===== config.mk =====
export PLATFORM = sky130hd
export DESIGN_NAME = spk_argmax_classifier
export DESIGN_NICKNAME = d
export VERILOG_FILES = /design/src/rtl/snn_pkg.sv /design/src/rtl/spk_count_bank.sv /design/src/rtl/spk_argmax_classifier.sv
export SDC_FILE = /design/constraint.sdc
export NUM_CORES = 1
export LEC_CHECK = 0
export CORE_ASPECT_RATIO = 1.2
export CORE_MARGIN = 2
export CORE_UTILIZATION = 54
export DETAILED_ROUTE_END_ITERATION = 10
export GPL_TIMING_DRIVEN = 0
export PLACE_DENSITY_LB_ADDON = 0.12
export SLEW_MARGIN = 5
export SYNTH_ARGS = -nofsm -noshare
export SYNTH_HDL_FRONTEND = slang
export SYNTH_SLANG_ARGS = --single-unit

===== constraint.sdc =====
create_clock -name clk -period 2.85 [get_ports clk]
set_clock_uncertainty 0.1 [all_clocks]
set_input_delay 0.285 -clock clk [delete_from_list [all_inputs] [get_ports clk]]
set_output_delay 0.285 -clock clk [all_outputs]
set_load 0.01 [all_outputs]

===== src/rtl/snn_pkg.sv =====
// Shared definitions for the spiking-network readout blocks: classifier
// FSM state encoding and default network dimensions.
package snn_pkg;

    localparam int N_OUT_DEFAULT   = 10;
    localparam int T_STEPS_DEFAULT = 25;

    typedef enum logic [1:0] {
        ST_IDLE  = 2'd0,
        ST_ACCUM = 2'd1,
        ST_SCAN  = 2'd2,
        ST_DONE  = 2'd3
    } cls_state_t;

endpackage


===== src/rtl/spk_count_bank.sv =====
// Per-class saturating spike counters: synchronous clear, parallel
// increment from a spike vector, and a combinational indexed read port.
module spk_count_bank #(
    parameter int N     = 10,
    parameter int W     = 5,
    parameter int IDX_W = 4
) (
    input  logic             clk,
    input  logic             rst,
    input  logic             clr,
    input  logic             inc_en,
    input  logic [N-1:0]     inc_vec,
    input  logic [IDX_W-1:0] rd_idx,
    output logic [W-1:0]     rd_cnt
);

    localparam logic [W-1:0] CNT_MAX  = {W{1'b1}};
    localparam logic [W-1:0] CNT_ZERO = {W{1'b0}};
    localparam logic [W-1:0] CNT_ONE  = W'(1);

    logic [W-1:0] cnt_q [N];
    logic [W-1:0] cnt_d [N];

    // Next counter values: clear wins, otherwise count each set bit and stop at the maximum.
    always_comb begin
        for (int i = 0; i < N; i++) begin
            cnt_d[i] = cnt_q[i];
            if (clr) begin
                cnt_d[i] = CNT_ZERO;
            end else if (inc_en && inc_vec[i] && (cnt_q[i] != CNT_MAX)) begin
                cnt_d[i] = cnt_q[i] + CNT_ONE;
            end else begin
                cnt_d[i] = cnt_q[i];
            end
        end
    end

    // Counter storage with asynchronous reset.
    always_ff @(posedge clk or posedge rst) begin
        if (rst) begin
            for (int i = 0; i < N; i++) begin
                cnt_q[i] <= CNT_ZERO;
            end
        end else begin
            for (int i = 0; i < N; i++) begin
                cnt_q[i] <= cnt_d[i];
            end
        end
    end

    // Indexed read; out-of-range indices return zero.
    always_comb begin
        rd_cnt = CNT_ZERO;
        if (int'(rd_idx) < N) begin
            rd_cnt = cnt_q[rd_idx];
        end else begin
            rd_cnt = CNT_ZERO;
        end
    end

endmodule


===== src/rtl/spk_argmax_classifier.sv =====
// Argmax readout for a spiking output layer: integrates class spikes over
// T_STEPS timesteps, scans the counters one per cycle for the maximum
// (ties go to the lowest index) and holds the result until acknowledged.
module spk_argmax_classifier
    import snn_pkg::*;
#(
    parameter int N_OUT   = N_OUT_DEFAULT,
    parameter int T_STEPS = T_STEPS_DEFAULT,
    parameter int CNT_W   = $clog2(T_STEPS + 1)
) (
    input  logic                     clk,
    input  logic                     rst,
    input  logic                     start,
    input  logic                     step_valid,
    input  logic [N_OUT-1:0]         spikes_in_bits,
    input  logic                     res_ack,
    output logic                     busy,
    output logic                     res_valid,
    output logic [$clog2(N_OUT)-1:0] res_class,
    output logic [CNT_W-1:0]         res_count
);

    localparam int IDX_W  = $clog2(N_OUT);
    localparam int STEP_W = $clog2(T_STEPS + 1);

    localparam logic [STEP_W-1:0] STEP_ZERO    = {STEP_W{1'b0}};
    localparam logic [STEP_W-1:0] STEP_ONE     = STEP_W'(1);
    localparam logic [STEP_W-1:0] LAST_STEP_M1 = STEP_W'(T_STEPS - 1);
    localparam logic [IDX_W-1:0]  IDX_ZERO     = {IDX_W{1'b0}};
    localparam logic [IDX_W-1:0]  IDX_ONE      = IDX_W'(1);
    localparam logic [IDX_W-1:0]  LAST_IDX     = IDX_W'(N_OUT - 1);
    localparam logic [CNT_W-1:0]  CNT_ZERO     = {CNT_W{1'b0}};

    cls_state_t        state_q, state_d;
    logic [STEP_W-1:0] step_q, step_d;
    logic [IDX_W-1:0]  scan_idx_q, scan_idx_d;
    logic [IDX_W-1:0]  best_idx_q, best_idx_d;
    logic [CNT_W-1:0]  best_cnt_q, best_cnt_d;
    logic              res_valid_q, res_valid_d;
    logic [IDX_W-1:0]  res_class_q, res_class_d;
    logic [CNT_W-1:0]  res_count_q, res_count_d;

    logic              bank_clr;
    logic              bank_inc;
    logic [CNT_W-1:0]  rd_cnt;

    spk_count_bank #(
        .N     (N_OUT),
        .W     (CNT_W),
        .IDX_W (IDX_W)
    ) u_bank (
        .clk     (clk),
        .rst     (rst),
        .clr     (bank_clr),
        .inc_en  (bank_inc),
        .inc_vec (spikes_in_bits),
        .rd_idx  (scan_idx_q),
        .rd_cnt  (rd_cnt)
    );

    // State and datapath registers; reset aborts any inference in progress.
    always_ff @(posedge clk or posedge rst) begin
        if (rst) begin
            state_q     <= ST_IDLE;
            step_q      <= STEP_ZERO;
            scan_idx_q  <= IDX_ZERO;
            best_idx_q  <= IDX_ZERO;
            best_cnt_q  <= CNT_ZERO;
            res_valid_q <= 1'b0;
            res_class_q <= IDX_ZERO;
            res_count_q <= CNT_ZERO;
        end else begin
            state_q     <= state_d;
            step_q      <= step_d;
            scan_idx_q  <= scan_idx_d;
            best_idx_q  <= best_idx_d;
            best_cnt_q  <= best_cnt_d;
            res_valid_q <= res_valid_d;
            res_class_q <= res_class_d;
            res_count_q <= res_count_d;
        end
    end

    // Next-state logic. The ack is only taken once the result is visible.
    always_comb begin
        state_d = state_q;
        case (state_q)
            ST_IDLE: begin
                if (start) state_d = ST_ACCUM;
                else       state_d = ST_IDLE;
            end
            ST_ACCUM: begin
                if (step_valid && (step_q == LAST_STEP_M1)) state_d = ST_SCAN;
                else                                         state_d = ST_ACCUM;
            end
            ST_SCAN: begin
                if (scan_idx_q == LAST_IDX) state_d = ST_DONE;
                else                        state_d = ST_SCAN;
            end
            ST_DONE: begin
                if (res_ack && res_valid_q) state_d = ST_IDLE;
                else                        state_d = ST_DONE;
            end
            default: state_d = ST_IDLE;
        endcase
    end

    // Datapath and output logic: clear on start, accumulate steps, scan for
    // the strict maximum, then publish the result one cycle into DONE.
    always_comb begin
        step_d      = step_q;
        scan_idx_d  = scan_idx_q;
        best_idx_d  = best_idx_q;
        best_cnt_d  = best_cnt_q;
        res_valid_d = res_valid_q;
        res_class_d = res_class_q;
        res_count_d = res_count_q;
        bank_clr    = 1'b0;
        bank_inc    = 1'b0;
        case (state_q)
            ST_IDLE: begin
                res_valid_d = 1'b0;
                if (start) begin
                    bank_clr   = 1'b1;
                    step_d     = STEP_ZERO;
                    scan_idx_d = IDX_ZERO;
                    best_idx_d = IDX_ZERO;
                    best_cnt_d = CNT_ZERO;
                end else begin
                    bank_clr = 1'b0;
                end
            end
            ST_ACCUM: begin
                res_valid_d = 1'b0;
                if (step_valid) begin
                    bank_inc = 1'b1;
                    step_d   = step_q + STEP_ONE;
                end else begin
                    bank_inc = 1'b0;
                end
            end
            ST_SCAN: begin
                if (rd_cnt > best_cnt_q) begin
                    best_idx_d = scan_idx_q;
                    best_cnt_d = rd_cnt;
                end else begin
                    best_idx_d = best_idx_q;
                end
                if (scan_idx_q != LAST_IDX) scan_idx_d = scan_idx_q + IDX_ONE;
                else                        scan_idx_d = scan_idx_q;
            end
            ST_DONE: begin
                if (!res_valid_q) begin
                    res_valid_d = 1'b1;
                    res_class_d = best_idx_q;
                    res_count_d = best_cnt_q;
                end else if (res_ack) begin
                    res_valid_d = 1'b0;
                end else begin
                    res_valid_d = 1'b1;
                end
            end
            default: begin
                res_valid_d = 1'b0;
            end
        endcase
    end

    assign busy      = (state_q != ST_IDLE);
    assign res_valid = res_valid_q;
    assign res_class = res_class_q;
    assign res_count = res_count_q;

endmodule


==> results of run 1 <==
-- sequential cells by signal (all words and copies together), names as in the netlist --
register      cells
res_count         5
u_bank.cnt_q     50
step_q            5
res_class         4
scan_idx_q        4
best_idx_q        4
res_valid         1
state_q           2
best_cnt_q        5
-- layer usage --
layer | GRT usage | up-vias
met1 | 0.278 | 1604
met2 | 0.381 | 49
met3 | 0.0398 | 15
li1 | - | 1610
met4 | 0.0692 | 0
met5 | 0 | -
-- metrics by stage --
step	util	TNS [ns]
after floorplan	-	0
after global placement	0.598	-75.94
after detailed placement	0.602	-1.48
after CTS	0.647	0
after global routing	0.668	-0.238
final	0.668	0
-- critical path, cell delays in order, from the launching register on --
cell and delay [ns]:
dfrtp_1 0.39, buf_6 0.14, mux4_2 0.50, o21ai_2 0.14, a311o_1 0.18, nand2_2 0.09, ha_4 0.30, nand3_4 0.06
o21bai_4 0.18, a31oi_4 0.28, mux2_2 0.37
-- where the power goes --
group          internal (uW)  leakage, uW  switching [uW]
clock                    691     0.000133             429
combinational           1190      0.00128            1220
sequential              1520      0.00107             423
-- final timing paths --
path,cells after the start,to,from
max,10,best_cnt_q[3]$_DFFE_PP0P_,scan_idx_q[0]$_DFFE_PP0P_
min,2,res_count[2]$_DFFE_PP0P_,rst
max reg2reg,10,best_cnt_q[3]$_DFFE_PP0P_,scan_idx_q[0]$_DFFE_PP0P_
min reg2reg,2,res_class[3]$_DFFE_PP0P_,res_class[3]$_DFFE_PP0P_
max in group asynchronous,3,u_bank.cnt_q[22]$_DFFE_PP0P_,rst
min in group clk,2,res_class[3]$_DFFE_PP0P_,res_class[3]$_DFFE_PP0P_
-- layout by cell type, fill, tap and decap left out, types with 2 or more instances in the layout --
cell type	netlist	final
xor2_1	24	24
bufinv_16	0	4
o21ai_0	35	34
ha_4	0	3
a21oi_1	4	2
clkbuf_8	0	10
buf_2	5	6
buf_4	3	14
o21ai_2	1	3
nand3_1	11	9
inv_1	12	11
nor2b_1	6	6
nor2_1	39	38
xnor2_1	10	10
o31ai_1	2	2
nor3b_4	8	8
buf_6	5	5
dfrtp_1	80	80
buf_12	0	2
o22ai_4	0	2
clkdlybuf4s50_1	0	25
mux4_2	3	3
and2_1	3	3
mux2i_1	27	26
and3_1	10	10
ha_1	29	26
clkbuf_1	5	4
mux2_2	4	4
nand4_1	14	14
nand2_1	80	79
a21oi_2	0	2
nor3b_2	2	2
-- area by class of cell --
cell class              instances  area, sq um  share of cell area
well taps                      95          119              0.0220
clock inverters                 5          129              0.0238
clock buffers                  10          138              0.0254
multi-input cells             329         2440               0.451
plain buffers                  17          148              0.0273
repair buffers                 41          392              0.0723
flip-flops and latches         80         2000               0.370
inverters                      12         47.5             0.00878
-- timing repair --
item                       in CTS  in global routing
buffers inserted                5                  9
hold endpoints to repair        0                  0
setup endpoints to repair       9                  8
cloned                          0                  1
pin swaps                       3                  7
resized for setup              11                 18
-- kinds of logic (layout without fill, tap and decap cells) --
kind of cell,count (synthesis),in the layout
adder cells (fa/ha/maj),29,29
AO/OA/AOI/OAI,54,54
multiplexers,35,35
XOR/XNOR,34,34
buffers and inverters,30,85
AND/OR/NAND/NOR,177,177
flip-flops,80,80
==> impl_metrics.tcl, run 1 <==
set metrics [dict create \
    outcome "finished, final reports clean" \
    place.port_buffers 25 \
    synth_xor_area_frac 0.0664 \
    wire_length_of_the_first_global_routing_pass_mm 15.6 \
    max_clock_freq_ghz 0.353 \
    p_total_uw 5470 \
    async_reset_ff_frac 1.00 \
    dominant_combinational_cell_family_by_area_after_synthesis "simple AND/OR/NAND/NOR gates" \
    ys_seq_area_frac 0.447 \
    cts_hold_repair.buffers 0 \
    power.ir.vdd_worst_v 0.000460 \
    first_pass_iters 4 \
    dr.max_layer_used "met4" \
    post_dp_cell_area_sq_um 4880 \
    htree_num_levels 3 \
    top_area_cells_in_the_synthesized_netlist "dfrtp_1, ha_1, nand2_1" \
    clk_pin_slew_worst_paths_ns 0.08 \
    core_region_area_sq_um 8110 \
    syn-mean-instance-area_sq_um 10.2 \
    final_wirelength_mm 9.60 \
    ant_diodes 0 \
    detail_route.wl_per_cell_um 16.3 \
    num_io_pins 26 \
    yosys.area_share.adder 0.0809 \
    route.antenna.remaining_nets 0 \
    routabilityCongestion 0.839 \
    yosysWarningCount 0 \
    initial_core_util 0.553 \
    num-fill-cells 614 \
    wl_met2_mm 5.10 \
    fp.dieH_um 104 \
    timing.reg2reg.setup_slack_ns 0.01 \
    worst_slack_ns 0.0135 \
    synthTopCellsByCount "dfrtp_1, nand2_1, nor2_1, o21ai_0, ha_1" \
    synth-seq-cells 80 \
    met1_length_mm 4.09 \
    synth_cell_type_count 41 \
    critical_path_peak_fanout 4 \
    clk-insertion-delay-late_ns 0.36 \
    crit_required_ns 3.00 \
    synth_area_sq_um 4480 \
    worst-endpoint-arrival_ns 2.98 \
    drt_drc_violations_left 0 \
    timing.hold.ws_ns 0.0983 \
    synth.net_count 483 \
    leakage_power_of_the_design_uw 0.00249 \
    vias_per_cell 5.57 \
    count_of_flip_flops_with_a_built_in_enable_after_synthesis 0 \
    post-dp-hpwl_mm 6.62 \
    hold_path.class "in -> async" \
    grt_start_max_net_pins 65 \
    relSlewSlack 0.559 \
    cts.sinks 80 \
    final-instance-count-excl-fill 589 \
    worstSetupPathType "reg -> reg" \
    final_design_area_no_fill_sq_um 5410 \
    cts_bufs_inserted 9 \
    route.vias.total 3278 \
    min_period_ns 2.84 \
    met3RoutedLength_um 262 \
    compound_cell_area_share_of_the_yosys_netlist 0.0723 \
    hold_vio_cnt_final 0 \
    grt_pass1_vias 3229 \
    grt_antenna_before_repair 0 \
    layout-drive-gt1-share 0.166 \
    die_outline_area_sq_um 9050 \
    synth_simple_gate_area_share 0.208 \
    placed_cells_incl_taps 560 \
    post_synth_mux_area_share 0.0888 \
    cts_buffer_depth 2 \
    actual_slew_at_the_worst_max_slew_pin_ns 0.662 \
    synthDominantCellAreaShare 0.447 \
    core.rowCount 36 \
    setup.worst_path.end_class "register" \
    grtUsageTotal 0.221 \
    yosysTopAreaCell "dfrtp_1" \
    dominantRegCellSynth "dfrtp_1" \
    rsz0062_at_grt "yes" \
    cts-root-buf "clkbuf_8" \
    crit_path_start_kind "register" \
    drt_first_iter_violations 193 \
    remaining_global_route_overflow 0 \
    dpl_worst_slack_ns -0.325 \
    finalCritPeriodShare 0.995 \
    setup_viol 0 \
    design.final.nets 534 \
    tritoncts "yes" \
    power_density_nw_per_um2 1010 \
    die_width_um 87.2 \
    final_max_slew_viol_count 0 \
    syn2layout_area_growth_pct 20.8 \
    count_of_maximum_capacitance_violations 0 \
    postSynthCellCount 439 \
]
(Power assumes the default switching activity.)
==> run 2: changes to the inputs <==
Settings changed: CORE_UTILIZATION 54 to 50, TNS_END_PERCENT set to 10.
==> impl_metrics.tcl, run 2 (synthesis results as in run 1) <==
set metrics [dict create \
    worst-path-buf-inv 2 \
    final_wirelength_mm 9.05 \
    worst-endpoint-arrival_ns 3.00 \
    die_outline_area_sq_um 9740 \
    leakage_power_of_the_design_uw 0.00241 \
    hold_path.class "in -> async" \
    count_of_maximum_capacitance_violations 0 \
    routabilityCongestion 0.900 \
    drt_first_iter_violations 134 \
    slowest_stage "mux4_2" \
    actual_slew_at_the_worst_max_slew_pin_ns 0.573 \
    min_period_ns 2.85 \
    route.antenna.remaining_nets 0 \
    p_seq_frac 0.388 \
    cts_hold_repair.buffers 0 \
    first_pass_iters 4 \
    placed_cells_incl_taps 582 \
    cp_cell_sequence "buf_6 -> buf_12 -> mux2i_1 -> mux4_2 -> o22ai_4 -> ha_4 -> nor2b_1 -> o21bai_4 -> a31oi_4 -> nor2_4 -> mux2_4" \
    htree_num_levels 3 \
    die_width_um 90.4 \
    final_max_slew_viol_count 0 \
    setup.worst_path.end_class "register" \
    cts_buffer_depth 2 \
    number_of_flip_flops_in_the_largest_register 50 \
    clk_pin_slew_worst_paths_ns 0.08 \
    place.port_buffers 25 \
    power.ir.vdd_worst_v 0.000392 \
    num_io_pins 26 \
    vias_per_cell 5.27 \
    cts-root-buf "clkbuf_8" \
    grt_start_max_net_pins 65 \
    power_density_nw_per_um2 939 \
    worstSetupPathType "reg -> reg" \
    core_region_area_sq_um 8660 \
    design.final.nets 529 \
    timing.hold.ws_ns 0.110 \
    hold_vio_cnt_final 0 \
    outcome "finished, final reports clean" \
    layout.cells.most_common "dfrtp_1" \
    syn2layout_area_growth_pct 17.3 \
    core.rowCount 37 \
    grtUsageTotal 0.207 \
    power.switching_uw 1970 \
    tritoncts "yes" \
    final-instance-count-excl-fill 607 \
    initial_core_util 0.518 \
    relative_contribution_of_combinational_cells_to_total_power 0.460 \
    cts.sinks 80 \
    internal_power_uw 2970 \
    crit_required_ns 3.00 \
    rsz0062_at_grt "yes" \
    layout.cells.most_common_list "dfrtp_1, nand2_1, nor2_1" \
    cp_top_family "multiplexers" \
    grt_pass1_vias 3151 \
    ant_diodes 0 \
    grt_antenna_before_repair 0 \
    detail_route.wl_per_cell_um 14.9 \
    relSlewSlack 0.618 \
    fp.dieH_um 108 \
    clk-insertion-delay-late_ns 0.36 \
    remaining_global_route_overflow 0 \
    clockPowerShare 0.152 \
    crit_path_max_incr_delay_ns 0.51 \
    timing.reg2reg.setup_slack_ns 0.001 \
    wire_length_of_the_first_global_routing_pass_mm 15.5 \
    finalCritPeriodShare 0.999 \
    layout-drive-gt1-share 0.143 \
    route.vias.total 3199 \
    setup_viol 0 \
    power_switching_share 0.399 \
    cts_bufs_inserted 9 \
    post-dp-hpwl_mm 6.50 \
    drt_drc_violations_left 0 \
    crit_path_start_kind "register" \
    max_clock_freq_ghz 0.351 \
    critical_path_peak_fanout 8 \
    register_ranked_first_by_flip_flop_count "u_bank.cnt_q" \
]
## run 2: cell types whose count changed in the layout (fill, tap and decap cells not counted), moves of 2 or more
cell	change
bufinv_16	-4
o21ai_2	-2
clkinv_2	+3
buf_4	-4
o21ai_1	+2
clkbuf_1	+2
## run 2: per-layer routing
metal | track usage | part of all wire | vias up
met4 | 0.0978 | 0.030 | 0
met1 | 0.261 | 0.45 | 1533
met3 | 0.0476 | 0.032 | 17
li1 | - | - | 1598
met5 | 0 | 0 | -
met2 | 0.340 | 0.49 | 51
## run 2: repair_timing
item / CTS / global route
gates cloned: 0 / 0
pin swaps: 2 / 3
gates resized for setup: 9 / 8
endpoints found under the setup margin: 9 / 9
setup buffers: 6 / 3
hold endpoints to repair: 0 / 0
## run 2: final cells by class
type / count / area [sq um]
Inverter: 12 / 47.5
Sequential cell: 80 / 2000
Timing Repair Buffer: 35 / 358
Multi-Input combinational cell: 329 / 2390
Fill cell: 755 / 3400
Buffer: 18 / 139
Tap cell: 117 / 146
Clock buffer: 11 / 141
Clock inverter: 5 / 32.5
## run 2: path summary, 6_finish.rpt
check                           depth (start not counted)                     endpoint                      start
worst max-delay path                                   11    best_idx_q[1]$_DFFE_PP0P_  scan_idx_q[1]$_DFFE_PP0P_
worst min-delay path                                    2  u_bank.cnt_q[5]$_DFFE_PP0P_                        rst
worst max register to register                         11    best_idx_q[1]$_DFFE_PP0P_  scan_idx_q[1]$_DFFE_PP0P_
worst min register to register                          2     res_class[3]$_DFFE_PP0P_   res_class[3]$_DFFE_PP0P_
max in group asynchronous                               3     res_class[3]$_DFFE_PP0P_                        rst
min in group clk                                        2     res_class[3]$_DFFE_PP0P_   res_class[3]$_DFFE_PP0P_
## run 2: power by group through the flow
stage | combinational, uW | clock (uW) | sequential (uW)
6_report | 2270 | 751 | 1910
5_1_grt | 2530 | 830 | 1990
4_1_cts | 2100 | 784 | 1910
3_5_place_dp | 1980 | 0 | 1930
3_3_place_gp | 1930 | 0 | 1920
2_1_floorplan | 1470 | 0 | 1850
## run 2: per-stage QoR
stage / utilization / power (uW) / setup WS (ns) / instance area [sq um] / TNS [ns]
6_report: 0.608 / 4940 / 0.00143 / 5260 / 0
5_1_grt: 0.608 / 5350 / -0.0793 / 5260 / -0.387
4_1_cts: 0.597 / 4800 / 0.00331 / 5170 / 0
3_5_place_dp: 0.567 / 3910 / -0.316 / 4910 / -1.35
3_3_place_gp: 0.564 / 3840 / -0.976 / 4880 / -78.87
2_1_floorplan: - / 3320 / 0.0496 / 4480 / 0
